**src/rtl/b_prog_loader_if.sv**
```systemverilog
// rtl/b_prog_loader_if.sv - loader control, byte stream and memory-write signal bundle
interface b_prog_loader_if #(
  parameter int ADDR_W = 8,
  parameter int WORD_W = 32
);
  logic              start;
  logic              in_valid;
  logic [7:0]        in_data;
  logic              in_ready;
  logic [ADDR_W-1:0] mem_addr;
  logic [WORD_W-1:0] mem_wdata;
  logic              mem_we;
  logic              busy;
  logic              done;
  logic              error;
  logic              cpu_reset;

  modport master (
    output start, in_valid, in_data,
    input  in_ready, mem_addr, mem_wdata, mem_we, busy, done, error, cpu_reset
  );

  modport slave (
    input  start, in_valid, in_data,
    output in_ready, mem_addr, mem_wdata, mem_we, busy, done, error, cpu_reset
  );
endinterface

```
**src/rtl/b_prog_loader.sv**
```systemverilog
// rtl/b_prog_loader.sv - streams a length-prefixed program image into word memory, then releases cpu_reset
// Optional B_PROG_LOADER_CHECKSUM_EN: a trailing XOR-of-data-bytes check byte is required.
module b_prog_loader #(
  parameter int ADDR_W = 8,
  parameter int WORD_W = 32
) (
  input logic            clk,
  input logic            reset,
  b_prog_loader_if.slave bus
);
  localparam int NB     = WORD_W / 8;
  localparam int BCNT_W = (NB > 1) ? $clog2(NB) : 1;
  localparam logic [BCNT_W-1:0] LAST_B = BCNT_W'(NB - 1);
  localparam logic [64:0]       DEPTH  = 65'(1) << ADDR_W;

  typedef enum logic [2:0] {
    S_IDLE, S_LEN_HI, S_LEN_LO, S_DATA, S_WRITE,
`ifdef B_PROG_LOADER_CHECKSUM_EN
    S_FIN,
`endif
    S_DONE
  } state_t;

  state_t            state;
  logic [15:0]       n;
  logic [16:0]       idx;
  logic [BCNT_W-1:0] bcnt;
  logic [WORD_W-1:0] word;
`ifdef B_PROG_LOADER_CHECKSUM_EN
  logic [7:0]        csum;
`endif

  logic              xfer;
  logic [15:0]       n_full;
  logic [16:0]       idx_next;
  logic [WORD_W-1:0] word_next;

  assign xfer      = bus.in_valid && bus.in_ready;
  assign n_full    = {n[15:8], bus.in_data};
  assign idx_next  = idx + 17'd1;
  assign word_next = (word << 8) | WORD_W'(bus.in_data);

  always_ff @(posedge clk) begin
    if (reset) begin
      state         <= S_IDLE;
      bus.in_ready  <= 1'b0;
      bus.mem_we    <= 1'b0;
      bus.mem_addr  <= '0;
      bus.mem_wdata <= '0;
      bus.busy      <= 1'b0;
      bus.done      <= 1'b0;
      bus.error     <= 1'b0;
      bus.cpu_reset <= 1'b1;
      idx           <= '0;
      n             <= '0;
      bcnt          <= '0;
      word          <= '0;
`ifdef B_PROG_LOADER_CHECKSUM_EN
      csum          <= '0;
`endif
    end else begin
      bus.mem_we <= 1'b0;
      case (state)
        S_IDLE: if (bus.start) begin
          state         <= S_LEN_HI;
          bus.in_ready  <= 1'b1;
          bus.busy      <= 1'b1;
          bus.done      <= 1'b0;
          bus.error     <= 1'b0;
          bus.cpu_reset <= 1'b1;
        end
        S_LEN_HI: if (xfer) begin
          n[15:8] <= bus.in_data;
          state   <= S_LEN_LO;
        end
        S_LEN_LO: if (xfer) begin
          n    <= n_full;
          idx  <= '0;
          bcnt <= '0;
`ifdef B_PROG_LOADER_CHECKSUM_EN
          csum <= '0;
`endif
          if (65'(n_full) > DEPTH) begin
            // image would not fit: abort before touching memory
            state         <= S_DONE;
            bus.in_ready  <= 1'b0;
            bus.busy      <= 1'b0;
            bus.done      <= 1'b1;
            bus.error     <= 1'b1;
          end else if (n_full == 16'd0) begin
`ifdef B_PROG_LOADER_CHECKSUM_EN
            state         <= S_FIN;
`else
            state         <= S_DONE;
            bus.in_ready  <= 1'b0;
            bus.busy      <= 1'b0;
            bus.done      <= 1'b1;
            bus.cpu_reset <= 1'b0;
`endif
          end else begin
            state <= S_DATA;
          end
        end
        S_DATA: if (xfer) begin
`ifdef B_PROG_LOADER_CHECKSUM_EN
          csum <= csum ^ bus.in_data;
`endif
          if (bcnt == LAST_B) begin
            bcnt          <= '0;
            bus.mem_we    <= 1'b1;
            bus.mem_addr  <= ADDR_W'(idx);
            bus.mem_wdata <= word_next;
            bus.in_ready  <= 1'b0;
            state         <= S_WRITE;
          end else begin
            word <= word_next;
            bcnt <= bcnt + 1'b1;
          end
        end
        S_WRITE: begin
          idx <= idx_next;
          if (idx_next == 17'(n)) begin
`ifdef B_PROG_LOADER_CHECKSUM_EN
            state         <= S_FIN;
            bus.in_ready  <= 1'b1;
`else
            state         <= S_DONE;
            bus.busy      <= 1'b0;
            bus.done      <= 1'b1;
            bus.cpu_reset <= 1'b0;
`endif
          end else begin
            state        <= S_DATA;
            bus.in_ready <= 1'b1;
          end
        end
`ifdef B_PROG_LOADER_CHECKSUM_EN
        S_FIN: if (xfer) begin
          state         <= S_DONE;
          bus.in_ready  <= 1'b0;
          bus.busy      <= 1'b0;
          bus.done      <= 1'b1;
          bus.error     <= (bus.in_data != csum);
          bus.cpu_reset <= (bus.in_data != csum);
        end
`endif
        S_DONE: state <= S_IDLE;
        default: begin
          state        <= S_IDLE;
          bus.in_ready <= 1'b0;
        end
      endcase
    end
  end
endmodule

```
**src/flat_wrapper.sv**
```systemverilog
// flat-port wrapper written by rule: the top's interface ports become plain ports
module b_prog_loader_flat 
#(
  parameter int ADDR_W = 8,
  parameter int WORD_W = 32
)
  (clk, reset, bus_start, bus_in_valid, bus_in_data, bus_in_ready, bus_mem_addr, bus_mem_wdata, bus_mem_we, bus_busy, bus_done, bus_error, bus_cpu_reset);
  b_prog_loader_if #(.ADDR_W(ADDR_W), .WORD_W(WORD_W)) bus_i ();
  input logic clk;
  input logic reset;
  input wire logic [$bits(bus_i.start)-1:0] bus_start;
  input wire logic [$bits(bus_i.in_valid)-1:0] bus_in_valid;
  input wire logic [$bits(bus_i.in_data)-1:0] bus_in_data;
  output wire logic [$bits(bus_i.in_ready)-1:0] bus_in_ready;
  output wire logic [$bits(bus_i.mem_addr)-1:0] bus_mem_addr;
  output wire logic [$bits(bus_i.mem_wdata)-1:0] bus_mem_wdata;
  output wire logic [$bits(bus_i.mem_we)-1:0] bus_mem_we;
  output wire logic [$bits(bus_i.busy)-1:0] bus_busy;
  output wire logic [$bits(bus_i.done)-1:0] bus_done;
  output wire logic [$bits(bus_i.error)-1:0] bus_error;
  output wire logic [$bits(bus_i.cpu_reset)-1:0] bus_cpu_reset;
  assign bus_i.start = bus_start;
  assign bus_i.in_valid = bus_in_valid;
  assign bus_i.in_data = bus_in_data;
  assign bus_in_ready = bus_i.in_ready;
  assign bus_mem_addr = bus_i.mem_addr;
  assign bus_mem_wdata = bus_i.mem_wdata;
  assign bus_mem_we = bus_i.mem_we;
  assign bus_busy = bus_i.busy;
  assign bus_done = bus_i.done;
  assign bus_error = bus_i.error;
  assign bus_cpu_reset = bus_i.cpu_reset;
  b_prog_loader #(.ADDR_W(ADDR_W), .WORD_W(WORD_W)) u_core (.clk(clk), .reset(reset), .bus(bus_i));
endmodule
```
**config.mk**
```make
export PLATFORM = sky130hd
export DESIGN_NAME = b_prog_loader_flat
export DESIGN_NICKNAME = d
export VERILOG_FILES = /design/src/rtl/b_prog_loader_if.sv /design/src/rtl/b_prog_loader.sv /design/src/flat_wrapper.sv
export SDC_FILE = /design/constraint.sdc
export NUM_CORES = 1
export LEC_CHECK = 0
export ABC_AREA = 1
export BUFFER_PORTS_ARGS = -buffer_cell sky130_fd_sc_hd__buf_2
export CAP_MARGIN = 15
export CORE_MARGIN = 1
export CORE_UTILIZATION = 58
export CTS_CLUSTER_SIZE = 10
export DETAILED_ROUTE_END_ITERATION = 6
export GPL_ROUTABILITY_DRIVEN = 0
export PLACE_DENSITY = 0.8
export SYNTH_ARGS = -nofsm -noshare
export SYNTH_HDL_FRONTEND = slang
export SYNTH_SLANG_ARGS = --single-unit
```
**constraint.sdc**
```tcl
create_clock -name clk -period 2.3 [get_ports clk]
set_input_delay 0.46 -clock clk [delete_from_list [all_inputs] [get_ports clk]]
set_output_delay 0.46 -clock clk [all_outputs]
set_load 0.005 [all_outputs]
```
==> results of run 1 <==
## worst max path at each step
stage / startpoint / slack, ps / endpoint
floorplan: u_core.idx[0]$_SDFFE_PP0P_ / 420 / u_core.bus.cpu_reset$_SDFFE_PP1P_
global placement: bus_in_valid / 220 / u_core.idx[3]$_SDFFE_PP0P_
detailed placement: bus_in_valid / 140 / u_core.idx[15]$_SDFFE_PP0P_
CTS: u_core.idx[0]$_SDFFE_PP0P_ / 140 / u_core.bus.cpu_reset$_SDFFE_PP1P_
global route: u_core.idx[0]$_SDFFE_PP0P_ / 50 / u_core.bus.cpu_reset$_SDFFE_PP1P_
finish: u_core.idx[0]$_SDFFE_PP0P_ / 230 / u_core.bus.cpu_reset$_SDFFE_PP1P_
## sequential cells by signal, summed over array words and instances, names as in the netlist
register              flops
u_core.state              3
u_core.bus.busy           1
u_core.idx               17
u_core.bus.in_ready       1
u_core.bcnt               2
u_core.bus.mem_we         1
u_core.bus.mem_wdata     32
u_core.bus.done           1
u_core.n                 16
u_core.bus.cpu_reset      1
u_core.bus.mem_addr       8
u_core.bus.error          1
u_core.word              24
## Yosys cell counts
cell / number
inv_1: 62
buf_2: 5
nor3_2: 1
and2_1: 1
nand3b_1: 5
nand2_4: 1
a21oi_1: 91
xnor2_1: 1
xnor3_1: 2
clkinv_1: 1
buf_4: 1
a21oi_2: 2
nor2_1: 61
a32oi_1: 1
nand4_1: 6
nor3_4: 1
nor3_1: 1
nor4_1: 1
nand2_2: 9
o21ai_0: 78
buf_1: 1
nand3_1: 43
o21a_1: 1
inv_2: 2
xor2_1: 3
o21ai_1: 1
nor2_8: 1
nand3_2: 2
nor2_4: 3
clkbuf_1: 24
o21bai_1: 1
dfxtp_1: 108
nor2_2: 4
nand2_1: 125
ha_1: 2
## stage by stage
stage	instances	hold slack (ps)
after floorplan	652	438
after global placement	790	442
after detailed placement	790	456
after CTS	806	378
after global routing	807	399
final	807	384
## what timing repair did
| action | CTS | global route |
|---|---|---|
| gates resized for setup | 0 | 2 |
| endpoints found under the setup margin | 0 | 2 |
| hold endpoints to repair | 0 | 0 |
| hold buffers | 0 | 0 |
## cell usage in the layout, fill, tap and decap left out, drive strengths merged
cell	instances
nand4	6
clkinvlp	1
xnor2	1
dfxtp	108
nand3b	5
nor4	1
nor2	69
nor3	3
o21ai	79
o21a	1
ha	2
inv	70
clkinv	1
a21oi	93
a32oi	1
o21bai	1
nand3	45
clkbuf	9
xnor3	2
xor2	3
and2	1
buf	68
nand2	135
## worst register-to-register path: stages, from the launching register on
cell     delay, ps
dfxtp_2        410
ha_1           230
nand3_1        150
nor2_2         180
nand2_1         70
nand2_1        100
nor2_1          70
a21oi_2        130
nand3_2        100
nor2_2         140
nand3_2        120
nand2_2        100
nand2_1         50
nand2_1         50
nand3_1         50
## kinds of logic (layout without fill, tap and decap cells)
family | count (synthesis) | after routing
buffers and inverters | 96 | 149
xor gates and xnor gates | 6 | 6
adders and majority gates | 2 | 2
and+or+nand+nor | 265 | 265
AOI/OAI and AO/OA | 175 | 175
DFF | 108 | 108
## final cells by class
type                            instances  area share
Sequential cell                       108       0.407
Clock buffer                            9      0.0233
Timing Repair Buffer                   68      0.0723
Clock inverter                          7      0.0137
Tap cell                              102      0.0240
Inverter                               65      0.0459
Multi-Input combinational cell        448       0.413
## power by group
group / total [uW] / leakage (uW) / switching, uW / internal, uW
clock: 1160 / 0.0000978 / 724 / 436
sequential: 2020 / 0.000872 / 70.7 / 1950
combinational: 621 / 0.00127 / 402 / 219
total: 3800 / 0.00224 / 1200 / 2600
## metal layers
metal | global-route usage | share of wire | routed length [um] | vias up
li1 | - | - | - | 2222
met1 | 0.363 | 0.45 | 4960 | 2049
met2 | 0.461 | 0.48 | 5220 | 135
met3 | 0.0353 | 0.055 | 606 | 13
met4 | 0.0807 | 0.013 | 143 | 0
met5 | 0 | 0 | 0 | -
==> qor.yml, run 1 <==
status: "finished, final reports clean"
critical_path_end_type: "flop"
die_w_um: 92.3
max_cap_viol_count: 0
report.final.slew_viol_count: 0
crit_path_max_incr_delay_ps: 410
cp.required_ps: 2550
final.setup_skew_ps: 7.01
leakagePower_uw: 0.00224
worst_hold_path.endpoint: "u_core.word[4]$_SDFFE_PP0P_"
via_count_of_the_first_global_routing_pass: 3933
number_of_design_rule_violations_left_by_the_first_detailed_router_iteration: 341
num_antenna_cells: 0
synth_warnings: 0
sequential_to_total_area_share_from_yosys_stat: 0.457
timing.critical_path.depth: 14
maxSlewHeadroom: 0.609
floorplan.die_area_mm2: 0.00852
min-delay-path-class: "input port to flop"
worst_ep_arrival_time_ps: 2320
power-per-cell-area_mw_per_mm2: 715
routedWlPerCell_um: 13.5
synthesis.nets: 666
post_cts.repair.setup_buffers: 0
stdcell_area_mm2: 0.00531
clkSinkCount: 108
placement_rows: 32
die_h_um: 92.3
area_fraction_in_and_or_nand_and_nor_cells_after_synthesis: 0.254
critical_path_cell_list: "ha_1 > nand3_1 > nor2_2 > nand2_1 > nand2_1 > nor2_1 > a21oi_2 > nand3_2 > nor2_2 > nand3_2 > nand2_2 > nand2_1 > nand2_1 > nand3_1"
synth_top_family_by_area: "simple AND/OR/NAND/NOR gates"
timing_hold_violations_final: 0
r2r_end: "u_core.bus.cpu_reset$_SDFFE_PP1P_"
grt_max_degree: 77
ff2ff_setup_slack_ps: 230
syn_area_per_cell_um2: 7.25
achievable-frequency_ghz: 0.483
grtUsageTotal: 0.272
grt_antenna_before_repair: 0
drc_errors: 0
placed_cell_area_mm2: 0.00510
critical_path_class: "flop to flop"
critical_path.slowest_cell: "dfxtp_2"
cts-buffers-inserted: 9
synth_xor_area_frac: 0.0169
placeableCoreArea_mm2: 0.00781
cts-root-buf: "clkbuf_8"
fillers: 703
route.final.wire_length_um: 10900
grt_overflow_total: 0
timing.reg2reg.worst_path_depth: 14
final_min_period_over_clock_period: 0.901
synthAdderAreaFrac: 0.00529
crit-reg2reg-launch: "u_core.idx[0]$_SDFFE_PP0P_"
timing.setup.tns_ps: 0
worst_skew_pair.late_latency_ps: 370
i_o_pin_count: 58
synth_cells: 652
numPortBuffers: 57
dp_hpwl_um: 7700
syn-cell-area_mm2: 0.00473
flow.area_growth_from_synthesis_pct: 12.4
synth.mux.area_fraction: 0
ys_ff_latch: 108
clkSlewWorstSetupHoldPaths_ps: 110
grt_setup_unrepaired: "false"
cp-start-kind: "flop"
first_pass_grt_wire_length_um: 18500
dp_worst_setup_slack_ps: 141
drt-pass1-iter-count: 5
peakVddDrop_mv: 0.449
worst_path_dominant_cell_family: "simple AND/OR/NAND/NOR gates"
cpMostUsedCell: "nand2_1"
critical_path_buf_inv_count: 0
via_per_inst: 5.48
post-route-worst-setup-slack_ps: 228
fin_crit_ps: 2070
yosysTopAreaCell: "dfxtp_1"
vias: 4419
route.antenna.remaining_nets: 0
cts_tree: "built"
synth.area.top_cells: "dfxtp_1, nand2_1, a21oi_1"
timing_worst_slew_pin_value_ps: 587
synthesized_area_fraction_occupied_by_ao_oa_aoi_and_oai_cells: 0.189
floorplan.initialDensity: 0.606
htree_levels: 3
setup_viol: 0
max-clock-path-buffers: 2
total_power_uw: 3800
layout-drive-gt1-share: 0.159
final_core_util: 0.680
final-seq-area_mm2: 0.00216
finish.net_count: 714
yosys.cell_types.count: 35
crit_path_max_fanout: 7
hp-start: "bus_in_data[4]"
multiInputGateArea_mm2: 0.00220
number_of_cells_traversed_by_the_worst_hold_path: 3
synth.top_cell.area_share: 0.457
(Power assumes the default switching activity.)
==> run 2: changes to the inputs <==
- ABC_AREA: 1 -> 0
- PLACE_DENSITY: 0.8 -> 0.79
==> run 2 against run 1 <==
Effect of this change:
- synthesized cell count down 4.3%
- combinational power is 19% higher
- hold slack worse by 17 ps
- critical path depth is 5 lower
- non-clock buffer count increased by 40
- highest routed layer unchanged
==> qor.yml, run 2 <==
final_cell_mix: "nand2_1, dfxtp_1, a21oi_1"
hp-start: "bus_in_data[0]"
numPortBuffers: 57  # unchanged
i_o_pin_count: 58  # unchanged
fin_crit_ps: 2260  # +184 ps
worst_skew_pair.late_latency_ps: 380  # about the same
grt_overflow_total: 0  # unchanged
crit_path_max_incr_delay_ps: 440  # +30 ps
leakagePower_uw: 0.00227  # +1.6%
largest_registers: "u_core.bus.mem_wdata (32), u_core.word (24), u_core.idx (17)"
total_power_uw: 3960  # +4.3%
final_min_period_over_clock_period: 0.980  # +0.0798
grt_antenna_before_repair: 0  # unchanged
critical_path.slowest_cell: "or3_4"
vias: 4757  # +7.6%
sequential_to_total_area_share_from_yosys_stat: 0.443  # -0.0148
die_h_um: 93.8  # +1.6%
routedWlPerCell_um: 15.8  # +17%
achievable-frequency_ghz: 0.443  # -8.1%
final.setup_skew_ps: 12.1  # +5.08 ps
place.detailed.instances: 787  # -0.38%
number_of_design_rule_violations_left_by_the_first_detailed_router_iteration: 432  # +27%
cp.required_ps: 2590  # +40 ps
dp_worst_setup_slack_ps: -111  # -252 ps
timing_hold_violations_final: 0  # unchanged
min-delay-path-class: "input port to flop"
synth.top_cell.area_share: 0.443  # -0.0148
drc_errors: 0  # unchanged
cts-root-buf: "clkbuf_8"
syn-cell-area_mm2: 0.00489  # +3.3%
worst_ep_arrival_time_ps: 2540  # +220 ps
report.final.slew_viol_count: 0  # unchanged
critical_path_class: "flop to flop"
largest_reg_flops: 32  # unchanged
cts_tree: "built"
worst_hold_path.endpoint: "u_core.word[0]$_SDFFE_PP0P_"
number_of_cells_traversed_by_the_worst_hold_path: 3  # unchanged
max_cap_viol_count: 0  # unchanged
number_of_enable_type_register_cells_in_the_synthesized_netlist: 0  # unchanged
cts-buffers-inserted: 9  # unchanged
flow.area_growth_from_synthesis_pct: 17.6
critPathLaunch: "u_core.idx[0]$_SDFFE_PP0P_"
hold_buffers: 0  # unchanged
placed_cell_area_mm2: 0.00543  # +6.5%
drt-pass1-iter-count: 6  # +1
dp_hpwl_um: 8800  # +14%
r2r_end: "u_core.bus.busy$_SDFFE_PP0P_"
final_common_cell: "nand2_1"
clkSinkCount: 108  # unchanged
status: "finished, final reports clean"
synth_async_sr_flop_share: 0  # unchanged
synth.area.top_cells: "dfxtp_1, nand2_1, a21oi_1"
worst_path_dominant_cell_family: "simple AND/OR/NAND/NOR gates"
grt_max_degree: 45  # -42%
stdcell_area_mm2: 0.00575  # +8.1%
placement_rows: 33  # +3.1%
synth_cells: 624  # -4.3%
maxSlewHeadroom: 0.612  # +0.00372
yosys.cell_types.count: 59  # +69%
max-clock-path-buffers: 2  # unchanged
ff2ff_setup_slack_ps: 40  # -180 ps
post-route-worst-setup-slack_ps: 44.9  # -184 ps
fillers: 661  # -6.0%
most_frequent_cell_after_synthesis: "nand2_1"
largest_register: "u_core.bus.mem_wdata"
finish.net_count: 710  # -0.56%
timing.reg2reg.worst_path_depth: 9  # -5
via_count_of_the_first_global_routing_pass: 4425  # +13%
timing_worst_slew_pin_value_ps: 580  # -7.31 ps
num_antenna_cells: 0  # unchanged
crit-reg2reg-launch: "u_core.idx[0]$_SDFFE_PP0P_"
clkSlewWorstSetupHoldPaths_ps: 110  # about the same
synth_warnings: 0  # unchanged
synth-main-ff-cell: "dfxtp_1"
htree_levels: 3  # unchanged
synthTopCellsByCount: "nand2_1, dfxtp_1, a21oi_1"
critical_path_cell_list: "ha_4 > nand3_4 > or3_4 > buf_6 > a31oi_1 > o21ai_1 > nor4b_4 > nand4b_1 > a41o_1"
die_w_um: 93.8  # +1.6%
layout-drive-gt1-share: 0.211  # +0.0523
placeableCoreArea_mm2: 0.00818  # +4.7%
via_per_inst: 5.90  # +7.8%
final-instance-count-excl-fill: 806  # -0.12%
floorplan.initialDensity: 0.598  # -0.00797
syn_area_per_cell_um2: 7.83  # +8.0%
ys_ff_latch: 108  # unchanged
setup_viol: 0  # unchanged
power-per-cell-area_mw_per_mm2: 690  # -3.6%
yosysTopAreaCell: "dfxtp_1"
synthesis.nets: 638  # -4.2%
timing.critical_path.depth: 9  # -5
critical_path_buf_inv_count: 1  # +1
floorplan.die_area_mm2: 0.00879  # +3.3%
critical_path_end_type: "flop"
grtUsageTotal: 0.297  # +0.0256
route.final.wire_length_um: 12700  # +17%
grt_setup_unrepaired: "true"
first_pass_grt_wire_length_um: 20500  # +11%
peakVddDrop_mv: 0.436  # -2.9%
crit_path_max_fanout: 4  # -3
route.antenna.remaining_nets: 0  # unchanged
cp-start-kind: "flop"
[run 2: worst min-delay path, stage by stage]
cell and delay (ps):
buf_2 140, nand2_1 60, a21oi_1 50
[run 2: power breakdown]
part           internal (uW)  switching (uW)
Combinational            303             438
Sequential              1930            87.6
Clock                    445             755
Total                   2680            1280
[run 2: worst max path at each step]
stage / slack, ps / end
6_report: 40 / u_core.bus.busy$_SDFFE_PP0P_
5_1_grt: -30 / u_core.bus.cpu_reset$_SDFFE_PP1P_
4_1_cts: 20 / u_core.bus.busy$_SDFFE_PP0P_
3_5_place_dp: -110 / u_core.bus.busy$_SDFFE_PP0P_
3_3_place_gp: -30 / u_core.bus.busy$_SDFFE_PP0P_
2_1_floorplan: 40 / u_core.bus.busy$_SDFFE_PP0P_
[run 2: logic make-up (layout without fill, tap and decap cells)]
logic type | after synthesis | in the layout | synth area share
adder cells (fa/ha/maj) | 2 | 2 | 0.00512
AO/OA/AOI/OAI | 148 | 148 | 0.170
buffers and inverters | 52 | 129 | 0.0538
AND/OR/NAND/NOR | 283 | 283 | 0.269
XOR/XNOR | 19 | 19 | 0.0341
flip-flops | 108 | 108 | 0.443
multiplexers | 12 | 12 | 0.0251
[run 2: area by class of cell]
type / instances / area, um^2 / area share
repair buffers: 108 / 691 / 0.120
well taps: 105 / 131 / 0.0229
multi-input cells: 464 / 2530 / 0.441
flip-flops and latches: 108 / 2170 / 0.377
clock inverters: 7 / 81.3 / 0.0142
inverters: 5 / 18.8 / 0.00327
clock buffers: 9 / 124 / 0.0216
[run 2: layer usage]
layer,global-route usage,share of wire,up-vias
met5,0,0,-
met4,0.110,0.021,0
met3,0.0405,0.074,29
met2,0.490,0.48,212
met1,0.395,0.43,2244
li1,-,-,2272
[run 2: timing repair]
item / 4_1_cts / 5_1_grt
gates cloned: 0 / 0
setup endpoints to repair: 6 / 6
pin swaps: 2 / 10
gates resized for setup: 12 / 8
buffers inserted: 0 / 3
[run 2: per-stage QoR]
| step | hold WS, ps | setup TNS, ps | util |
|---|---|---|---|
| 3_3_place_gp | 436 | -49.5 | 0.665 |
| 3_5_place_dp | 446 | -263 | 0.665 |
| 6_report | 367 | 0 | 0.703 |
| 4_1_cts | 362 | 0 | 0.696 |
| 5_1_grt | 364 | -62.2 | 0.703 |
| 2_1_floorplan | 432 | 0 | - |
